File: config.mk
export PLATFORM = sky130hd
export DESIGN_NAME = fetch_ctrl
export DESIGN_NICKNAME = d
export VERILOG_FILES = /design/src/rtl/fetch_ctrl.sv
export SDC_FILE = /design/constraint.sdc
export NUM_CORES = 1
export LEC_CHECK = 0
export ABC_CLOCK_PERIOD_IN_PS = 2000
export CORE_MARGIN = 2
export CORE_UTILIZATION = 34
export DETAILED_ROUTE_END_ITERATION = 10
export GPL_ROUTABILITY_DRIVEN = 1
export HOLD_SLACK_MARGIN = 0.1
export MAX_ROUTING_LAYER = met4
export PLACE_DENSITY = 0.91
export SLEW_MARGIN = 10
export SYNTH_ARGS = -nofsm -noshare
export SYNTH_HDL_FRONTEND = slang
export SYNTH_SLANG_ARGS = --single-unit
File: constraint.sdc
create_clock -name clk -period 2 [get_ports clk]
set_input_delay 0.4 -clock clk [delete_from_list [all_inputs] [get_ports clk]]
set_output_delay 0.4 -clock clk [all_outputs]
set_load 0.02 [all_outputs]
File: src/rtl/fetch_ctrl.sv
// Fetch control: instruction register, control-op decode, squash and halt.
// Optional FETCH_RETIRE_CNT_EN adds a saturating retired-instruction counter.
module fetch_ctrl #(
  parameter int AddrSz  = 6,
  parameter int InstrSz = 24
`ifdef FETCH_RETIRE_CNT_EN
  ,
  parameter int CntSz   = 16
`endif
) (
  input  logic               clk,
  input  logic               n_reset,
  input  logic [InstrSz-1:0] instr,
  input  logic               z_flag,
  input  logic               resume,
  output logic [InstrSz-1:0] instr_q,
  output logic               instr_valid,
  output logic               rel_branch,
  output logic [AddrSz-1:0]  offset,
  output logic               halt
`ifdef FETCH_RETIRE_CNT_EN
  ,
  output logic [CntSz-1:0]   retired
`endif
);

  typedef enum logic [1:0] {
    FILL   = 2'd0,
    RUN    = 2'd1,
    HALTED = 2'd2
  } state_t;

  localparam logic [2:0] OpBeq  = 3'b100;
  localparam logic [2:0] OpBne  = 3'b101;
  localparam logic [2:0] OpBra  = 3'b110;
  localparam logic [2:0] OpHalt = 3'b111;

  state_t     state;
  logic [2:0] opcode;
  logic       run;
  logic       taken;
  logic       halt_op;

  assign opcode = instr_q[InstrSz-1 -: 3];
  assign run    = (state == RUN);

  always_comb begin
    taken = 1'b0;
    unique case (opcode)
      OpBeq:   taken = z_flag;
      OpBne:   taken = !z_flag;
      OpBra:   taken = 1'b1;
      default: taken = 1'b0;
    endcase
  end

  assign halt_op     = (opcode == OpHalt);
  assign instr_valid = run;
  assign rel_branch  = run && taken;
  assign offset      = rel_branch ? instr_q[AddrSz-1:0] : '0;
  // Resume releases the pc in the same cycle it is seen.
  assign halt        = (run && halt_op) ||
                       ((state == HALTED) && !resume);

  always_ff @(posedge clk or negedge n_reset) begin
    if (!n_reset) begin
      state   <= FILL;
      instr_q <= '0;
    end else begin
      instr_q <= instr;
      unique case (state)
        FILL: state <= RUN;
        RUN: begin
          if (taken)        state <= FILL;
          else if (halt_op) state <= HALTED;
        end
        HALTED: if (resume) state <= RUN;
        default: state <= FILL;
      endcase
    end
  end

`ifdef FETCH_RETIRE_CNT_EN
  always_ff @(posedge clk or negedge n_reset) begin
    if (!n_reset) begin
      retired <= '0;
    end else if (instr_valid && (retired != '1)) begin
      retired <= retired + CntSz'(1);
    end
  end
`endif

endmodule
=== Word-level counts from Yosys, hierarchy flattened ===
Cells that the tools add are included.

* Logic and storage cells: 24
* Latch bits: 0
* ROM bits: 0
* Output and inout port bits: 33
* Register bits after elaboration: 26
* Memories: 0
* Memory bits (writable): 0

* Bitwise operators: 0
* Magnitude comparators: 0
* Div/mod/pow operators: 0
* Equal/unequal tests: 8
* Multiply operators: 0
* Reductions and logical operators: 8
* Shifts and indexed selects: 0
* Mux-type cells: 6
* Add/subtract/negate cells: 0

{| class="wikitable"
|+ Operator list
! kind !! count
|-
| == test 3 bit, second input constant || 4
|-
| 2-to-1 mux 2 bit || 3
|-
| 2-to-1 mux 6 bit || 1
|-
| case mux 2 bit (3 select lines) || 1
|-
| logical AND 1 bit || 3
|-
| inequality test 3 x 1 -> 1 bit, second input constant || 1
|-
| case mux 1 bit (3 select lines) || 1
|-
| == test 2 x 1 -> 1 bit, second input constant || 1
|-
| == test 2 bit, second input constant || 1
|-
| logical NOT 1 bit || 2
|-
| logical NOT 2 bit || 1
|-
| inequality test 2 bit, second input constant || 1
|-
| AND reduction 2 bit || 1
|-
| logical OR 1 bit || 1
|}

=== Logic depth before layout (Yosys ltp) ===
Gate-level depths: netlist of run 1.

* Depth in word-level cells: 4
* Mapped depth: 4
* Gate-level depth less buffers: 3

=== Worst setup path before layout of run 1 ===
No wires, ideal clock.

* Kind: reg-to-output
* Start: reg instr_q[21]
* End: out offset[0]
* Stages on the path, launching flop included: 5
* Data arrival time: 1.174 ns
* Data required time: 1.600 ns
* Slack: 0.426 ns
* Path buffers: 1
* Path through: dfrtp_1 -> nor3_1 -> and4b_1 -> buf_6 -> and2_4

* Word-level cells in the longest chain between the ends: 4

{| class="wikitable"
|+ Ends and longest elaborated chain
! what !! line !! RTL
|-
| start: declaration || 16 || <nowiki>output logic [InstrSz-1:0] instr_q,</nowiki>
|-
| start signal: assignment || 70 || <nowiki>instr_q <= instr;</nowiki>
|-
| == test 3 bit || 49 || <nowiki>unique case (opcode)</nowiki>
|-
| case mux 1 bit (3 select lines) * || 49 ||
|-
| logical AND 1 bit * || 59 || <nowiki>assign rel_branch = run && taken;</nowiki>
|-
| named net rel_branch || 18 || <nowiki>output logic rel_branch,</nowiki>
|-
| 2-to-1 mux 6 bit * || 60 || <nowiki>assign offset = rel_branch ? instr_q[AddrSz-1:0] : '0;</nowiki>
|-
| end: declaration || 19 || <nowiki>output logic [AddrSz-1:0] offset,</nowiki>
|}

Mark *: on every way through the listed nets, which the timed path passes. The rest lies on a longest branch.

=== Worst setup path in the final report of run 1 ===
* Start: reg state[1]
* End: out offset[3]

* Word-level cells in the longest chain between the ends: 3

{| class="wikitable"
|+ Ends and longest elaborated chain
! what !! line !! RTL
|-
| start: declaration || 38 || <nowiki>state_t state;</nowiki>
|-
| start signal: assignment || 67 || <nowiki>state <= FILL;</nowiki>
|-
| start signal: assignment || 72 || <nowiki>FILL: state <= RUN;</nowiki>
|-
| start signal: assignment || 74 || <nowiki>if (taken) state <= FILL;</nowiki>
|-
| == test 2 x 1 -> 1 bit || 45 || <nowiki>assign run = (state == RUN);</nowiki>
|-
| logical AND 1 bit || 59 ||
|-
| 2-to-1 mux 6 bit || 60 ||
|}

No other way between the ends.

==> results of run 1 <==
==> logic make-up (layout without fill, tap and decap cells) <==
| group | Yosys count | in the layout |
|---|---|---|
| AO/OA/AOI/OAI | 4 | 4 |
| XOR/XNOR | 1 | 1 |
| buffers and inverters | 1 | 73 |
| AND/OR/NAND/NOR | 14 | 14 |
| flip-flops | 26 | 26 |
==> worst reg2reg max path: cells and delay by family, from the launching register on <==
family	cells	cell delay, ns
flip-flops	1	0.42
AND/OR/NAND/NOR	1	0.17
buffers and inverters	1	0.15
XOR/XNOR	1	0.15
AO/OA/AOI/OAI	1	0.14
==> cell usage in the layout, fill, tap and decap left out, drive strengths merged <==
master / n
buf: 17
clkdlybuf4s15: 1
clkdlybuf4s50: 50
nor2b: 2
dlymetal6s2s: 1
nand2b: 1
and4b: 1
clkbuf: 3
o21ai: 3
and2: 6
dlygate4sd2: 1
nand4: 1
o211ai: 1
nand2: 1
and3: 1
xor2: 1
nor3: 1
dfrtp: 26
==> sequential cells by signal, summed over array words and instances (netlist names) <==
| signal | cells |
|---|---|
| state | 2 |
| instr_q | 24 |
==> metal layers <==
metal	vias up	track usage, %	routed length, um
met5	-	-	0
met4	0	8.97	17
met3	2	2.57	182
met2	44	26.7	910
met1	287	16.5	655
li1	295	-	-
==> worst paths after layout <==
path / startpoint / end / depth (start not counted)
worst min register to register: state[0] / state[1] / 2
min in group clk: instr[15] / instr_q[15] / 1
worst min-delay path: n_reset / instr_q[7] / 2
max in group asynchronous: n_reset / instr_q[1] / 2
worst max register to register: instr_q[21] / state[0] / 4
worst max-delay path: state[1] / offset[3] / 4
==> stage by stage <==
step                      utilization (%)  hold WS, ns  worst slack, ns  total power (W)  instances
final                                68.0        0.452            0.121          0.00100        146
after global routing                 68.0        0.457          0.00868          0.00106        146
after CTS                            67.8        0.451           0.0170          0.00102        146
after detailed placement             67.6        0.598           -0.544         0.000824        143
after global placement               67.6        0.570           -0.479         0.000818        143
after floorplan                         -        0.104            0.426         0.000662         46
==> timing repair <==
| item | CTS | global route |
|---|---|---|
| endpoints found under the setup margin | 8 | 9 |
| pin swaps | 1 | 2 |
| gates cloned | 0 | 0 |
| resized for setup | 38 | 4 |
==> layout make-up <==
cell class / count / area (um2)
fillers: 172 / 708
repair buffers: 70 / 653
flip-flops and latches: 26 / 651
multi-input cells: 19 / 143
well taps: 28 / 35.0
clock buffers: 3 / 22.5
==> power by group <==
part	switching [W]	total (W)	internal, W
registers	0.0000126	0.000567	0.000554
clock network	0.000129	0.000199	0.0000701
logic	0.000101	0.000238	0.000137
==> impl_metrics.tcl, run 1 <==
set metrics [dict create \
    outcome "complete, no violations" \
    peakVddDrop_mv 0.532 \
    cpLargestDelayFamily "simple AND/OR/NAND/NOR gates" \
    syn_nets 74 \
    cp_cell_sequence "nor2b_2 -> and4b_2 -> and2_4 -> buf_2" \
    worstPathArrival_ns 1.48 \
    hold_class "in2async" \
    cap_viol_max_count 0 \
    synth_top_family_by_area "simple AND/OR/NAND/NOR gates" \
    vias 628 \
    clockBufferDepth 2 \
    grt_pass1_vias 678 \
    yosys.area_share.simple_pct 12.9 \
    cp_max_fo 7 \
    synth_top_area_share_pct 81.8 \
    holdBufCountCts 0 \
    yosysUniqueCellTypes 13 \
    setup_viol 0 \
    syn_avg_cell_area_um2 17.3 \
    clk_pin_slew_worst_paths_ns 0.11 \
    critPathBufInv 1 \
    min_period_over_period_pct 93.9 \
    seq_area_frac_synth_pct 81.8 \
    grt_overflow 0 \
    cp_slowest_cell "dfrtp_1" \
    initial_core_util_pct 36.0 \
    place.gp.congestion 0.870 \
    grt.total_usage_pct 15.4 \
    critical_path_class "reg2out" \
    yosys_register_bits 26 \
    n_antenna_cell 0 \
    yosys-mux-area-fraction_pct 0 \
    wl_um 1770 \
    h-tree-depth 1 \
    cts_buffers 3 \
    yosys_warnings 0 \
    drtIter0Drc 0 \
    dp_hpwl_um 1490 \
    place_area_um2 1500 \
    dieWidth_um 52.4 \
    synth_edf_count 0 \
    slew_headroom_pct 79.3 \
    setup-tns-final_ns 0 \
    synth_common_cells "dfrtp_1, and2_4, o21ai_0" \
    fin_nets 148 \
    start_kind "flip-flop" \
    io_pins 61 \
    fp-row-count 17 \
    yosys-top-cells-area "dfrtp_1, and2_4, o21ai_0" \
    synth_most_common_cell "dfrtp_1" \
    ff2ff_setup_slack_ns 0.93 \
    min_period_ns 1.88 \
    synth-compound-area-share_pct 2.83 \
    syn_inst 46 \
    antenna_found_initial 0 \
    power.leakage_nw 0.674 \
    grt_setup_unrepaired "no" \
    vias_per_cell 4.30 \
    async_flop_share_pct 100 \
    cts_setup_buffers 0 \
    finalClockSkew_ns 0.000198 \
    yosysTopAreaCell "dfrtp_1" \
    drv_slew 0 \
    wl_per_cell_um 12.1 \
    synth_area_um2 796 \
    drt.antenna.violating_nets 0 \
    grt_pass1_wl_um 2860 \
    end_kind "output port" \
    finalHoldViolations 0 \
    required_ns 1.60 \
    drive_gt1_share_pct 25.4 \
    max_freq_mhz 532 \
    synthXorXnorAreaFrac_pct 1.10 \
    root_buffer "clkbuf_4" \
    drc_errors 0 \
    syn2layout_area_growth_pct 89.0 \
    powerDensity_nw_per_um2 668 \
    io_buffers 60 \
    clk_latency_ns 0.29 \
    die_h_um 52.4 \
    slowest_delay_ns 0.42 \
    grt_max_degree 27 \
    ys.flop_type "dfrtp_1" \
    drt_pass1_iterations 1 \
    die-area_um2 2740 \
    cts.sinks 26 \
    cts_tree "yes" \
    coreArea_um2 2210 \
    design_area_um2 1500 \
    synthAdderAreaFrac_pct 0 \
    worst_pin_slew_ns 0.310 \
]
(Power assumes the default switching activity.)
==> run 2, diff against run 1 <==
--- a/config.mk
+++ b/config.mk
@@ -12,7 +12,7 @@
 export GPL_ROUTABILITY_DRIVEN = 1
 export HOLD_SLACK_MARGIN = 0.1
 export MAX_ROUTING_LAYER = met4
-export PLACE_DENSITY = 0.91
+export PLACE_DENSITY = 0.81
 export SLEW_MARGIN = 10
 export SYNTH_ARGS = -nofsm -noshare
 export SYNTH_HDL_FRONTEND = slang
==> run 2 against run 1 <==
Against the previous run: via count increased by 1.9%; count of clock-buffer cells in the layout increased by 1; worst hold slack got worse by 0.0079 ns; worst setup slack got worse by 0.076 ns; total power increased by 5.6%; critical endpoint unchanged; largest power group unchanged.
==> impl_metrics.tcl, run 2 (synthesis gave the netlist of run 1 again) <==
set metrics [dict create \
    design_area_um2 1550 \
    fp-row-count 17 \
    die-area_um2 2740 \
    grt_pass1_vias 658 \
    min_period_ns 1.96 \
    required_ns 1.60 \
    io_pins 61 \
    die_h_um 52.4 \
    max_freq_mhz 511 \
    initial_core_util_pct 36.0 \
    crit_path_end "offset[3]" \
    powerDensity_nw_per_um2 685 \
    holdBufCountCts 0 \
    setup_viol 0 \
    wl_um 1730 \
    largest_register_ff_count 24 \
    met2_usage_pct 22.1 \
    grt_overflow 0 \
    fin_cells 149 \
    cts_buffers 3 \
    hold_slack_ns 0.444 \
    h-tree-depth 1 \
    clk_latency_ns 0.31 \
    clk_pin_slew_worst_paths_ns 0.13 \
    setup-tns-final_ns 0 \
    vias 640 \
    ff2ff_setup_slack_ns 0.78 \
    place.gp.congestion 0.715 \
    place_area_um2 1480 \
    slew_headroom_pct 79.7 \
    cp_max_fo 6 \
    antenna_found_initial 0 \
    worst_pin_slew_ns 0.305 \
    finalClockSkew_ns 0.000662 \
    io_buffers 60 \
    grt_max_degree 27 \
    post-place-cells 141 \
    setup_ws_ns 0.0446 \
    peakVddDrop_mv 0.556 \
    start_kind "flip-flop" \
    regMostFlops "instr_q" \
    grtUsageMet3_pct 6.00 \
    cts.sinks 26 \
    finalHoldViolations 0 \
    drive_gt1_share_pct 25.6 \
    power.leakage_nw 0.704 \
    cp-startpoint "instr_q[21]" \
    dieWidth_um 52.4 \
    layout_common_cells "clkdlybuf4s50_1, dfrtp_1, buf_4" \
    coreArea_um2 2210 \
    drv_slew 0 \
    grt_pass1_wl_um 2740 \
    wl_per_cell_um 11.6 \
    min_period_over_period_pct 97.8 \
    syn2layout_area_growth_pct 94.7 \
    root_buffer "clkbuf_4" \
    cts_tree "yes" \
    fin_nets 150 \
    cap_viol_max_count 0 \
    dp_hpwl_um 1420 \
    grt.total_usage_pct 14.6 \
    pre_cts_ws_ns -0.580 \
    drt_pass1_iterations 4 \
    clockBufferDepth 2 \
    drc_errors 0 \
    reg.largest.list "instr_q: 24 flops, state: 2 flops" \
    grt_busiest_layer "met2" \
    outcome "complete, no violations" \
    critical_path_class "reg2out" \
    timing.rr.end "state[0]" \
    end_kind "output port" \
    grt_use_met1_pct 15.7 \
    drt.antenna.violating_nets 0 \
    vias_per_cell 4.30 \
    drtIter0Drc 5 \
    grt_setup_unrepaired "yes" \
    final_common_cell "clkdlybuf4s50_1" \
    n_antenna_cell 0 \
    r2r_start "instr_q[21]" \
    reg2regPathDepth 5 \
    hold_class "in2async" \
    worstPathArrival_ns 1.56 \
]
## run 2: cell types whose count changed in the layout (fill, tap and decap cells not counted)
cell / previous run / this run
clkdlybuf4s50_1: 50 / 49
clkbuf_8: 0 / 1
buf_6: 0 / 5
clkdlybuf4s15_2: 1 / 0
buf_4: 14 / 10
dlygate4sd2_1: 1 / 4
## run 2: layout make-up
| type | count | area (um2) |
|---|---|---|
| clock buffer | 4 | 36.3 |
| fill | 152 | 663 |
| multi-input combinational | 19 | 143 |
| sequential | 26 | 651 |
| tap | 28 | 35.0 |
| timing repair buffer | 72 | 684 |
## run 2: worst min-delay path by stage
stage               cells after the start           to  slack (ns)  startpoint
floorplan                               0   instr_q[0]        0.10     n_reset
global placement                        2     state[1]        0.58    state[0]
detailed placement                      2     state[1]        0.59    state[0]
CTS                                     2  instr_q[17]        0.43     n_reset
global route                            2   instr_q[3]        0.43     n_reset
finish                                  2   instr_q[8]        0.44     n_reset
## run 2: repair_timing
action,4_1_cts,5_1_grt
endpoints found under the setup margin,8,4
setup buffers,3,1
gates resized for setup,34,7
pin swaps,2,1
## run 2: critical path, stage by stage (launching register included)
cell and delay, ns:
dfrtp_1 0.42, nor3_2 0.14, and4b_2 0.29, buf_6 0.13, and2_4 0.14, buf_6 0.12
## run 2: through the flow
step	total power [W]	util, %
finish	0.00106	70.0
global route	0.00112	70.0
CTS	0.00108	68.6
detailed placement	0.000821	66.9
global placement	0.000816	66.9
floorplan	0.000662	-
## run 2: where the power goes
| part | switching (W) | total [W] | internal (W) |
|---|---|---|---|
| clock network | 0.000137 | 0.000248 | 0.000111 |
| logic | 0.000105 | 0.000246 | 0.000142 |
| registers | 0.0000116 | 0.000566 | 0.000554 |
| total | 0.000253 | 0.00106 | 0.000807 |
## run 2: routing by layer
layer  up-vias  share of wire, %
li1        300                 -
met3         2                14
met5         -                 0
met4         0              0.81
met1       296                37
met2        42                48
